==> src/rtl/lock_sequencer.sv <==
// lock_sequencer: 4-digit combination-lock controller with code reprogramming and fail counting.
// Optional timed lockout after MAX_FAILS consecutive wrong codes: define LOCK_SEQ_LOCKOUT_EN.
module lock_sequencer #(
  parameter logic [15:0] DEFAULT_CODE  = 16'h1234,
  parameter int          MAX_FAILS     = 3,
  parameter int          TICKS_PER_SEC = 5000000,
  parameter int          LOCKOUT_SECS  = 10
) (
  input  logic       clk5,
  input  logic       resetN,
  input  logic       digitValid,
  input  logic [3:0] digit,
  input  logic       clearReq,
  input  logic       progReq,
  input  logic       timeUp,
  output logic [2:0] whichState,
  output logic       unlock,
  output logic       error,
  output logic       progActive,
  output logic [2:0] failCount
);

  typedef enum logic [2:0] {
    IDLE         = 3'b000,
    GOT1         = 3'b001,
    GOT2         = 3'b010,
    GOT3         = 3'b011,
    PROGRAM      = 3'b100,
    CORRECT_CODE = 3'b101,
    WRONG_CODE   = 3'b110,
    LOCKOUT      = 3'b111
  } state_t;

  state_t      state_q, state_d;
  logic [15:0] code_q, code_d;
  logic [15:0] entry_q, entry_d;
  logic [15:0] shadow_q, shadow_d;
  logic [2:0]  fail_q, fail_d;
  logic [1:0]  pidx_q, pidx_d;
  logic [15:0] full_entry_s;
  logic        code_ok_s;
  logic        unlock_q, error_q, prog_q;

  // A keypad value above 9 can never be part of a matching entry.
  function automatic logic bcd_ok(input logic [15:0] v);
    return (v[15:12] <= 4'd9) && (v[11:8] <= 4'd9) && (v[7:4] <= 4'd9) && (v[3:0] <= 4'd9);
  endfunction

`ifdef LOCK_SEQ_LOCKOUT_EN
  localparam int             LOCK_TICKS  = LOCKOUT_SECS * TICKS_PER_SEC;
  localparam int             LCW         = $clog2(LOCK_TICKS + 1);
  localparam logic [LCW-1:0] LOCK_LAST   = LCW'(LOCK_TICKS - 1);
  localparam logic [2:0]     MAX_FAILS_C = 3'(MAX_FAILS);
  logic [LCW-1:0] lock_cnt_q, lock_cnt_d;
`else
  logic unused_cfg_s;
  assign unused_cfg_s = ^{MAX_FAILS, TICKS_PER_SEC, LOCKOUT_SECS};
`endif

  assign full_entry_s = {entry_q[15:4], digit};
  assign code_ok_s    = (full_entry_s == code_q) && bcd_ok(full_entry_s);

  // Next-state, entry, programming and fail-count logic.
  always_comb begin
    state_d  = state_q;
    code_d   = code_q;
    entry_d  = entry_q;
    shadow_d = shadow_q;
    fail_d   = fail_q;
    pidx_d   = pidx_q;
`ifdef LOCK_SEQ_LOCKOUT_EN
    lock_cnt_d = lock_cnt_q;
`endif
    case (state_q)
      IDLE: begin
        if (digitValid) begin
          entry_d[15:12] = digit;
          state_d        = GOT1;
        end else begin
          state_d = IDLE;
        end
      end
      GOT1, GOT2: begin
        if (clearReq) begin
          entry_d = 16'h0000;
          state_d = IDLE;
        end else if (digitValid) begin
          if (state_q == GOT1) begin
            entry_d[11:8] = digit;
            state_d       = GOT2;
          end else begin
            entry_d[7:4] = digit;
            state_d      = GOT3;
          end
        end else begin
          state_d = state_q;
        end
      end
      GOT3: begin
        if (clearReq) begin
          entry_d = 16'h0000;
          state_d = IDLE;
        end else if (digitValid) begin
          entry_d[3:0] = digit;
          if (code_ok_s) begin
            state_d = CORRECT_CODE;
            fail_d  = 3'd0;
          end else begin
            state_d = WRONG_CODE;
            fail_d  = (fail_q == 3'd7) ? 3'd7 : fail_q + 3'd1;
          end
        end else begin
          state_d = GOT3;
        end
      end
      CORRECT_CODE: begin
        if (timeUp) begin
          state_d = IDLE;
        end else if (progReq) begin
          state_d = PROGRAM;
          pidx_d  = 2'd0;
        end else begin
          state_d = CORRECT_CODE;
        end
      end
      WRONG_CODE: begin
        if (timeUp) begin
`ifdef LOCK_SEQ_LOCKOUT_EN
          if (fail_q >= MAX_FAILS_C) begin
            state_d    = LOCKOUT;
            lock_cnt_d = '0;
          end else begin
            state_d = IDLE;
          end
`else
          state_d = IDLE;
`endif
        end else begin
          state_d = WRONG_CODE;
        end
      end
      PROGRAM: begin
        if (clearReq) begin
          state_d = IDLE;
          pidx_d  = 2'd0;
        end else if (digitValid) begin
          // Nibble base index is (3 - idx) * 4, i.e. first digit lands in [15:12].
          shadow_d[{~pidx_q, 2'b00} +: 4] = digit;
          if (pidx_q == 2'd3) begin
            code_d  = {shadow_q[15:4], digit};
            state_d = IDLE;
            pidx_d  = 2'd0;
          end else begin
            pidx_d = pidx_q + 2'd1;
          end
        end else begin
          state_d = PROGRAM;
        end
      end
      LOCKOUT: begin
`ifdef LOCK_SEQ_LOCKOUT_EN
        if (lock_cnt_q == LOCK_LAST) begin
          state_d = IDLE;
          fail_d  = 3'd0;
        end else begin
          lock_cnt_d = lock_cnt_q + LCW'(1);
        end
`else
        state_d = IDLE;
`endif
      end
      default: state_d = IDLE;
    endcase
  end

  // State registers plus outputs decoded from the next state so they leave flops directly.
  always_ff @(posedge clk5 or negedge resetN) begin
    if (!resetN) begin
      state_q  <= IDLE;
      code_q   <= DEFAULT_CODE;
      entry_q  <= 16'h0000;
      shadow_q <= 16'h0000;
      fail_q   <= 3'd0;
      pidx_q   <= 2'd0;
      unlock_q <= 1'b0;
      error_q  <= 1'b0;
      prog_q   <= 1'b0;
`ifdef LOCK_SEQ_LOCKOUT_EN
      lock_cnt_q <= '0;
`endif
    end else begin
      state_q  <= state_d;
      code_q   <= code_d;
      entry_q  <= entry_d;
      shadow_q <= shadow_d;
      fail_q   <= fail_d;
      pidx_q   <= pidx_d;
      unlock_q <= (state_d == CORRECT_CODE);
      error_q  <= (state_d == WRONG_CODE) || (state_d == LOCKOUT);
      prog_q   <= (state_d == PROGRAM);
`ifdef LOCK_SEQ_LOCKOUT_EN
      lock_cnt_q <= lock_cnt_d;
`endif
    end
  end

  assign whichState = state_q;
  assign failCount  = fail_q;
  assign unlock     = unlock_q;
  assign error      = error_q;
  assign progActive = prog_q;

endmodule
==> config.mk <==
export PLATFORM = sky130hd
export DESIGN_NAME = lock_sequencer
export DESIGN_NICKNAME = d
export VERILOG_FILES = /design/src/rtl/lock_sequencer.sv
export SDC_FILE = /design/constraint.sdc
export NUM_CORES = 1
export LEC_CHECK = 0
export CAP_MARGIN = 10
export CELL_PAD_IN_SITES_DETAIL_PLACEMENT = 1
export CELL_PAD_IN_SITES_GLOBAL_PLACEMENT = 2
export CORE_MARGIN = 2
export CORE_UTILIZATION = 40
export CTS_BUF_LIST = sky130_fd_sc_hd__clkbuf_2
export DETAILED_ROUTE_END_ITERATION = 8
export PLACE_DENSITY = 0.86
export RECOVER_POWER = 50
export SLEW_MARGIN = 20
export SYNTH_ARGS = -nofsm -noshare
export SYNTH_HDL_FRONTEND = slang
export SYNTH_SLANG_ARGS = --single-unit
==> constraint.sdc <==
create_clock -name clk5 -period 1.95 [get_ports clk5]
set_input_delay 0.39 -clock clk5 [delete_from_list [all_inputs] [get_ports clk5]]
set_output_delay 0.39 -clock clk5 [all_outputs]
set_load 0.02 [all_outputs]
==> impl_results.md, run 1 <==
- Post-route DRC: 0
- Fin crit share: 96.4%
- Placed cell areas: 2930 µm²
- Avg Inst Size Synth: 10.9 µm²
- Ant. Diodes: 0
- Design Area, Final: 3080 µm²
- Yosys warns: 0
- Static leakage: 0.00142 µW
- CP max FO: 3
- Slew headroom: 20.4%
- Hold Path Origin: shadow_q[14]$_DFFE_PN0P_
- Max stage delay on crit path: 0.61 ns
- Mapped Nets: 253
- Boundary Pins: 19
- CTS root buffer: clkbuf_2
- Top_reg_cell synth: dfrtp_1
- Adder-cell share of the synthesized area: 2.42%
- Dominant cell type by area after synthesis: dfrtp_1
- WL final: 5.95 mm
- Reg-to-reg critical path startpoint: whichState[1]$_DFF_PN0_
- PwrDens: 1090 nW/µm²
- GPL Wtd Cong: 0.795
- Die W: 84.4 µm
- Cell family with most CP delay: buffers and inverters
- CP required: 1.56 ns
- Fin worst setup slack: 0.0703 ns
- Initial DRC count: 89
- Worst vdd ir: 0.518 mV
- Clock-pin slew on the worst setup and hold paths: 0.27 ns
- Crit-path cells: clkdlybuf4s50_1
- Synth Instances: 238
- Global Route Usage Sum: 18.3%
- Detailed Routing Iterations Pass 1: 4
- Worst path slowest cell: clkdlybuf4s50_1
- Most common cell in the netlist: dfrtp_1
- Worst Skew: 0.0255 ns
- Synthesized area: 2580 µm²
- Arrival @ worst endpoint: 1.49 ns
- Clock Sinks: 51
- Worst hold slack: 0.522 ns
- Register bit total from synthesis: 51
- Dpl hpwl: 4.58 mm
- Reg-to-reg setup timing slack: 0.20 ns
- Pwr Total: 3370 µW
- First-pass GRT wire length: 10.3 mm
- Final setup viols: 0
- Final hold violations: 0
- Initial antenna violation count: 0
- Min Tclk post-route: 1.88 ns
- Placed cells: 343
- PortBufs: 18
- Vias in the first global route: 2016
- R2R Path End: entry_q[10]$_DFFE_PN0P_
- R2R depth: 7
- Status: finished, final reports clean
- Area growth from synthesis to layout: 19.4%
- Dominant cells by area after synthesis: dfrtp_1 45%, mux2_2 6.1%, mux2_4 5.8%, nand2_1 5.2%, dfstp_2 5.1%
- Mean number of vias per cell: 5.22
- H-tree depth: 2
- Worst Max-Slew Pin Slew: 1.19 ns
- Complex-gate fraction of the synthesized area: 11.4%
- Fmax: 532 MHz
- Post-synth cell types: 43
- Register area share after synthesis: 49.7%
- Critical path type: flip-flop to output port
- Post-synthesis simple-gate area fraction: 16.7%
- Mux cell area share after synthesis: 11.9%
- Unrepaired setup endpoints after global routing: no
- Post-route insts no fill: 358
- Worst Hold Depth: 2
- EDFF count, synth: 0
- Clk_lat worst skew: 0.44 ns
- Clk buf depth: 2
- Post-route ant nets: 0
- CP startpoint: failCount[1]$_DFFE_PN0P_
- Core area: 6310 µm²
- Layout cell share with drive strength beyond 1: 25.3%
- Starting Density: 40.9%
- Maxcap violations: 0
- Yosys top cell area share: 44.6%
- Crit start category: flip-flop
- CTS tree: built
- TritonCTS Buffers: 5
- GRT overflow: 0
- WHS Endpoint: shadow_q[14]$_DFFE_PN0P_
- Cell row count: 29
- Final max-slew violation count: 0
- # fillers: 725
- Die height: 84.4 µm
- Type of the tightest min-delay check: flip-flop to flip-flop
- Largest family of logic cells by synthesized area: simple AND/OR/NAND/NOR gates
- Pin count of the biggest net entering global routing: 24
- Place WS: -0.165 ns
- Bufs and invs on worst path: 1
- WL/cell: 16.6 µm
- Layout Nets: 295
- Via count: 1870
- Asr flop ratio synth: 100%
- Top post-synthesis cells by count: 46 x dfrtp_1, 36 x nand2_1, 21 x o21ai_0, 14 x mux2_2, 12 x a21oi_1
- CP endpoint kind: output port
- Die ar.: 7110 µm²
- Xor/xnor cell area share of the yosys netlist: 4.41%
per-stage QoR:
stage | utilization, % | setup TNS (ns)
6_report | 48.8 | 0
5_1_grt | 48.8 | 0
4_1_cts | 48.3 | 0
3_5_place_dp | 46.4 | -3.77
3_3_place_gp | 46.4 | -1.83
2_1_floorplan | - | 0
how the worst max path moves through the flow:
stage	endpoint	cells after the start
finish	failCount[1]	1
CTS	failCount[0]	1
detailed placement	shadow_q[11]$_DFFE_PN0P_	7
global placement	code_q[1]$_DFFE_PN0P_	5
global route	failCount[1]	1
floorplan	code_q[0]$_DFFE_PN0P_	7
state kept, by name, indices dropped and copies added, names as in the netlist:
signal	flops
code_q	16
entry_q	12
error	1
failCount	3
pidx_q	2
progActive	1
shadow_q	12
unlock	1
whichState	3
routing by layer:
| layer | global-route usage, % | vias up | wire [µm] |
|---|---|---|---|
| li1 | - | 914 | - |
| met1 | 24.4 | 937 | 2820 |
| met2 | 31.7 | 12 | 2970 |
| met3 | 2.16 | 7 | 82 |
| met4 | 5.19 | 0 | 77 |
| met5 | 0 | - | 0 |
where the power goes:
part           internal [µW]  total [µW]  switching, µW
logic                    582        1200            616
registers               1270        1480            215
clock network            344         689            346
cell type report:
class                           count  area [µm²]  share of cell area [%]
Sequential cell                    51        1290                    41.7
Multi-Input combinational cell    173        1210                    39.4
Timing Repair Buffer               45         379                    12.3
Tap cell                           77        96.3                    3.12
Clock inverter                      3        67.6                    2.19
Clock buffer                        5        25.0                   0.812
Inverter                            4        15.0                   0.487
cell usage in the layout (no fill, tap or decap), types with 3 or more instances in the layout:
cell,netlist,final
ha_1,5,5
clkbuf_2,0,6
dfrtp_1,46,43
o21ai_0,21,21
nand4_1,4,4
dfrtp_2,0,3
nand3_1,4,4
nor2_1,11,11
nor3_1,4,4
and2_1,5,4
mux2_4,10,10
o31ai_1,4,4
dfstp_2,5,5
a21oi_1,12,12
nor2b_1,8,8
inv_1,4,4
clkdlybuf4s50_1,0,15
xnor2_1,11,11
nand2_1,36,36
buf_4,1,25
mux2_2,14,14
what timing repair did:
action | CTS | global route
endpoints found under the setup margin | 3 | 5
pin swaps | 0 | 0
resized for setup | 3 | 2
endpoints found under the hold margin | 17 | 0
buffers inserted | 2 | 4
hold buffers | 1 | 0
cell families (layout without fill, tap and decap cells):
kind of cell,count (synthesis),in the layout
XOR/XNOR,13,13
buffers and inverters,14,57
adder cells (fa/ha/maj),5,5
flip-flops,51,51
AND/OR/NAND/NOR,82,82
AO/OA/AOI/OAI,49,49
multiplexers,24,24
Power figures use the tool's default switching activity.
==> inputs of run 2 (changes only) <==
- ABC_CLOCK_PERIOD_IN_PS: unset -> 1950
- CORE_MARGIN: 2 -> unset
- SLEW_MARGIN: 20 -> 5
==> impl_results.md, run 2 (synthesis results as in run 1) <==
- Status: finished, final reports clean
- Initial DRC count: 67
- Maxcap violations: 0
- Commonest cells after routing, fill and taps aside: 44 x dfrtp_1, 36 x nand2_1, 21 x o21ai_0, 21 x buf_4, 14 x mux2_2
- Fmax: 543 MHz
- Clk buf depth: 2
- Worst vdd ir: 0.529 mV
- R2R Path End: shadow_q[15]$_DFFE_PN0P_
- Reg-to-reg critical path startpoint: whichState[0]$_DFF_PN0_
- Largest regs: code_q x16, entry_q x12, shadow_q x12
- Fin crit share: 94.4%
- Reg-to-reg setup timing slack: 0.14 ns
- Post-route insts no fill: 352
- Bufs and invs on worst path: 1
- Worst Hold Depth: 2
- Ant. Diodes: 0
- TritonCTS Buffers: 5
- Cell row count: 28
- Static leakage: 0.00145 µW
- PortBufs: 18
- Initial antenna violation count: 0
- Crit start category: flip-flop
- Post-route ant nets: 0
- Detailed Routing Iterations Pass 1: 4
- Cell family with most CP delay: buffers and inverters
- Most common cell after layout, fill and taps aside: dfrtp_1
- CP max FO: 1
- CP required: 1.56 ns
- First-pass GRT wire length: 9.94 mm
- CP startpoint: progActive$_DFF_PN0_
- Area growth from synthesis to layout: 17.5%
- Type of the tightest min-delay check: flip-flop to flip-flop
- Clk_lat worst skew: 0.45 ns
- Max FFs per register: 16
- Final max-slew violation count: 0
- Arrival @ worst endpoint: 1.45 ns
- PwrDens: 1060 nW/µm²
- Design Area, Final: 3040 µm²
- Clock-pin slew on the worst setup and hold paths: 0.28 ns
- Min Tclk post-route: 1.84 ns
- Slew headroom: 19.8%
- GRT overflow: 0
- Core area: 6060 µm²
- Worst Skew: 0.00593 ns
- Die height: 82.4 µm
- Via count: 1828
- Final setup viols: 0
- Worst path slowest cell: clkdlybuf4s50_1
- Pin count of the biggest net entering global routing: 32
- Post-route DRC: 0
- Dpl hpwl: 4.56 mm
- Placed cell areas: 2930 µm²
- WP depth: 1
- Pwr Total: 3230 µW
- Die ar.: 6780 µm²
- Unrepaired setup endpoints after global routing: yes
- Placed cells: 340
- Layout Nets: 291
- Global Route Usage Sum: 20.1%
- GPL Wtd Cong: 0.796
- Clock Sinks: 51
- Final hold violations: 0
- CP endpoint kind: output port
- Boundary Pins: 19
- Mean number of vias per cell: 5.19
- Crit-path cells: clkdlybuf4s50_1
- Worst Max-Slew Pin Slew: 1.20 ns
- H-tree depth: 2
- Top reg by flops: code_q
- Vias in the first global route: 1868
- Worst hold slack: 0.522 ns
- WL/cell: 17.1 µm
- Max stage delay on crit path: 0.61 ns
- R2R depth: 6
- Die W: 82.4 µm
- Layout cell share with drive strength beyond 1: 23.5%
- CTS root buffer: clkbuf_2
- CP endpoint: progActive
- WL final: 6.02 mm
- Starting Density: 42.6%
- CTS tree: built
- Critical path type: flip-flop to output port
==> run 2: cell count changes in the layout (fill, tap and decap cells not counted), moves of 2 or more <==
cell | previous run | this run
dlymetal6s2s_1 | 1 | 4
clkdlybuf4s50_1 | 15 | 10
clkbuf_1 | 1 | 3
buf_4 | 25 | 21
==> run 2: stage by stage <==
stage / setup slack, ns / setup TNS, ns / utilization [%]
finish: 0.109 / 0 / 50.1
global route: -0.0347 / -0.0596 / 50.1
CTS: 0.0143 / 0 / 50.1
detailed placement: -0.137 / -3.09 / 48.4
global placement: -0.0725 / -1.51 / 48.4
floorplan: 0.158 / 0 / -
==> run 2: worst register-to-register path, delay by kind of cell, from the launching register on <==
| family | cells | cell delay [ns] |
|---|---|---|
| DFF | 1 | 0.49 |
| AOI/OAI and AO/OA | 1 | 0.28 |
| buffers and inverters | 2 | 0.31 |
| and+or+nand+nor | 3 | 0.66 |
==> run 2: layout make-up <==
class	instances	area, µm²
Clock buffer	5	25.0
Clock inverter	3	47.5
Fill cell	680	3030
Inverter	4	15.0
Multi-Input combinational cell	173	1210
Sequential cell	51	1280
Tap cell	75	93.8
Timing Repair Buffer	41	358
==> run 2: how the worst min path moves through the flow <==
stage | slack [ns] | end | start
after floorplan | 0.09 | code_q[0]$_DFFE_PN0P_ | resetN
after global placement | 0.39 | entry_q[11]$_DFFE_PN0P_ | resetN
after detailed placement | 0.39 | entry_q[11]$_DFFE_PN0P_ | resetN
after CTS | 0.38 | code_q[8]$_DFFE_PN0P_ | resetN
after global routing | 0.57 | shadow_q[15]$_DFFE_PN0P_ | shadow_q[15]$_DFFE_PN0P_
final | 0.52 | shadow_q[11]$_DFFE_PN0P_ | shadow_q[11]$_DFFE_PN0P_
==> run 2: where the power goes <==
part	leakage [µW]	switching, µW	internal (µW)
clock	0.0000436	372	225
sequential	0.000674	202	1270
combinational	0.000733	624	543
total	0.00145	1200	2030
==> run 2: what timing repair did <==
action                     CTS  global route
pin swaps                    0             0
hold buffers                 1             0
resized for setup            3             6
setup buffers                3             0
setup endpoints to repair    4             8
hold endpoints to repair    17             0
==> run 2: routing by layer <==
metal	part of all wire, %	global-route usage (%)	vias up
met5	0	0	-
met3	2.8	3.96	10
met4	1.7	6.84	0
li1	-	-	903
met1	48	28.0	892
met2	47	31.2	23
==> inputs of run 3 (changes only) <==
- ABC_AREA: unset -> 1
- CORE_UTILIZATION: 40 -> 37
- PLACE_DENSITY: 0.86 -> 0.87
==> impl_results.md, run 3 <==
- Status: finished, final reports clean
- R2R depth: 8
- Initial antenna violation count: 0
- WL final: 6.47 mm
- Core area: 6940 µm²
- Area growth from synthesis to layout: 16.9%
- Synth Instances: 329
- Final setup viols: 0
- Worst Skew: 0.0101 ns
- Pwr Total: 3590 µW
- PwrDens: 1130 nW/µm²
- Fin crit share: 94.4%
- Type of the tightest min-delay check: flip-flop to flip-flop
- Dpl hpwl: 5.09 mm
- Die height: 87.8 µm
- Yosys top cell area share: 42.2%
- Crit start category: flip-flop
- Wire length on met2: 3.23 mm
- Slew headroom: 31.5%
- Mapped Nets: 344
- Dominant cells by area after synthesis: dfrtp_1 42%, nand2_1 9.9%, inv_1 6.9%, o21ai_2 5.1%, dfstp_2 4.8%
- Clock-pin slew on the worst setup and hold paths: 0.25 ns
- EDFF count, synth: 0
- Avg Inst Size Synth: 8.28 µm²
- Xor/xnor cell area share of the yosys netlist: 1.61%
- TritonCTS Buffers: 5
- Routed met1 length: 3.08 mm
- WP depth: 1
- Yosys warns: 0
- Final max-slew violation count: 0
- CTS root buffer: clkbuf_2
- Final hold violations: 0
- Vias in the first global route: 2301
- Via count: 2175
- Largest family of logic cells by synthesized area: simple AND/OR/NAND/NOR gates
- CTS tree: built
- Worst path slowest cell: clkdlybuf4s50_1
- Detailed Routing Iterations Pass 1: 4
- Arrival @ worst endpoint: 1.45 ns
- First-pass GRT wire length: 11.3 mm
- CP endpoint: failCount[2]
- Min Tclk post-route: 1.84 ns
- Layout Nets: 381
- Bufs and invs on worst path: 1
- Largest regs: code_q x16, entry_q x12, shadow_q x12
- Cell family with most CP delay: buffers and inverters
- Worst Max-Slew Pin Slew: 1.03 ns
- CP endpoint kind: output port
- Boundary Pins: 19
- Asr flop ratio synth: 100%
- CP max FO: 3
- WL/cell: 14.0 µm
- Max FFs per register: 16
- Post-synth cell types: 29
- Adder-cell share of the synthesized area: 2.30%
- Mean number of vias per cell: 4.70
- Most common cell in the netlist: nand2_1
- Post-synthesis simple-gate area fraction: 24.0%
- Top reg by flops: code_q
- Ant. Diodes: 0
- CP startpoint: failCount[2]$_DFFE_PN0P_
- Max stage delay on crit path: 0.61 ns
- Clk_lat worst skew: 0.42 ns
- Reg-to-reg setup timing slack: 0.21 ns
- Static leakage: 0.00159 µW
- Commonest cells after routing, fill and taps aside: 72 x nand2_1, 51 x inv_1, 44 x dfrtp_1
- Reg-to-reg critical path startpoint: whichState[1]$_DFF_PN0_
- Post-route ant nets: 0
- Design Area, Final: 3190 µm²
- Die ar.: 7710 µm²
- Maxcap violations: 0
- Top_reg_cell synth: dfrtp_1
- Global Route Usage Sum: 19.2%
- Critical path type: flip-flop to output port
- Pin count of the biggest net entering global routing: 35
- Layout cell share with drive strength beyond 1: 21.0%
- Crit-path cells: clkdlybuf4s50_1
- Synthesized area: 2730 µm²
- Fmax: 543 MHz
- PortBufs: 18
- Dominant cell type by area after synthesis: dfrtp_1
- Register area share after synthesis: 47.1%
- H-tree depth: 2
- GRT overflow: 0
- GPL Wtd Cong: 0.789
- Worst vdd ir: 0.581 mV
- Met3 WL post-DR: 117 µm
- R2R Path End: code_q[13]$_DFFE_PN0P_
- Post-route DRC: 0
- Unrepaired setup endpoints after global routing: no
- Cell row count: 30
- Worst hold slack: 0.508 ns
- Post-Route Setup TNS: 0 ns
- Mux cell area share after synthesis: 0%
- Final core occ: 45.9%
- DR top layer: met4
- Most common cell after layout, fill and taps aside: nand2_1
- Placed cell areas: 3100 µm²
- Die W: 87.8 µm
- Starting Density: 39.2%
- Top post-synthesis cells by count: 72 x nand2_1, 50 x inv_1, 46 x dfrtp_1, 27 x nor2_1, 20 x o21ai_0
- Complex-gate fraction of the synthesized area: 15.2%
- Clk buf depth: 2
- CP required: 1.56 ns
- Initial DRC count: 71
- Clock Sinks: 51
- Register bit total from synthesis: 51
[run 3: cell count changes in the layout (fill, tap and decap cells not counted), sizes merged, moves of 8 or more]
| cell | previous run | this run |
|---|---|---|
| nor2 | 11 | 36 |
| mux2 | 24 | 0 |
| xnor2 | 11 | 0 |
| nor2b | 8 | 0 |
| nand2 | 37 | 82 |
| inv | 5 | 60 |
| nand3 | 4 | 13 |
| o21ai | 21 | 41 |
[run 3: worst min path at each step]
stage	start	end	cells past startpoint
after floorplan	resetN	code_q[0]$_DFFE_PN0P_	0
after global placement	resetN	entry_q[6]$_DFFE_PN0P_	1
after detailed placement	resetN	entry_q[8]$_DFFE_PN0P_	1
after CTS	resetN	code_q[8]$_DFFE_PN0P_	2
after global routing	code_q[12]$_DFFE_PN1P_	code_q[12]$_DFFE_PN1P_	2
final	code_q[2]$_DFFE_PN1P_	code_q[2]$_DFFE_PN1P_	2
[run 3: timing repair]
action	4_1_cts	5_1_grt
endpoints found under the hold margin	13	0
setup buffers	1	0
gates resized for setup	3	3
hold buffers	1	0
setup endpoints to repair	2	3
[run 3: per-stage QoR]
step	cells	setup WS [ns]
floorplan	329	0.450
global placement	453	0.0107
detailed placement	453	-0.0382
CTS	463	0.0264
global route	463	0.0246
finish	463	0.108
[run 3: area by class of cell]
type / instances / area (µm²)
sequential: 51 / 1280
tap: 96 / 120
inverter: 60 / 228
fill: 850 / 3760
clock buffer: 5 / 25.0
clock inverter: 3 / 38.8
timing repair buffer: 34 / 315
multi-input combinational: 214 / 1170
[run 3: cells by family after synthesis]
| family | count (synthesis) |
|---|---|
| flip-flops | 51 |
| adder cells (fa/ha/maj) | 5 |
| buffers and inverters | 64 |
| AO/OA/AOI/OAI | 64 |
| XOR/XNOR | 5 |
| AND/OR/NAND/NOR | 140 |
[run 3: routing by layer]
layer	vias up	track usage [%]
met5	-	0
met4	0	3.58
met3	4	3.11
met2	24	33.3
met1	1031	25.5
li1	1116	-
[run 3: power breakdown]
group | switching [µW] | internal (µW) | leakage, µW | total, µW
Clock | 337 | 211 | 0.0000404 | 547
Combinational | 963 | 558 | 0.000930 | 1520
Sequential | 184 | 1330 | 0.000621 | 1520
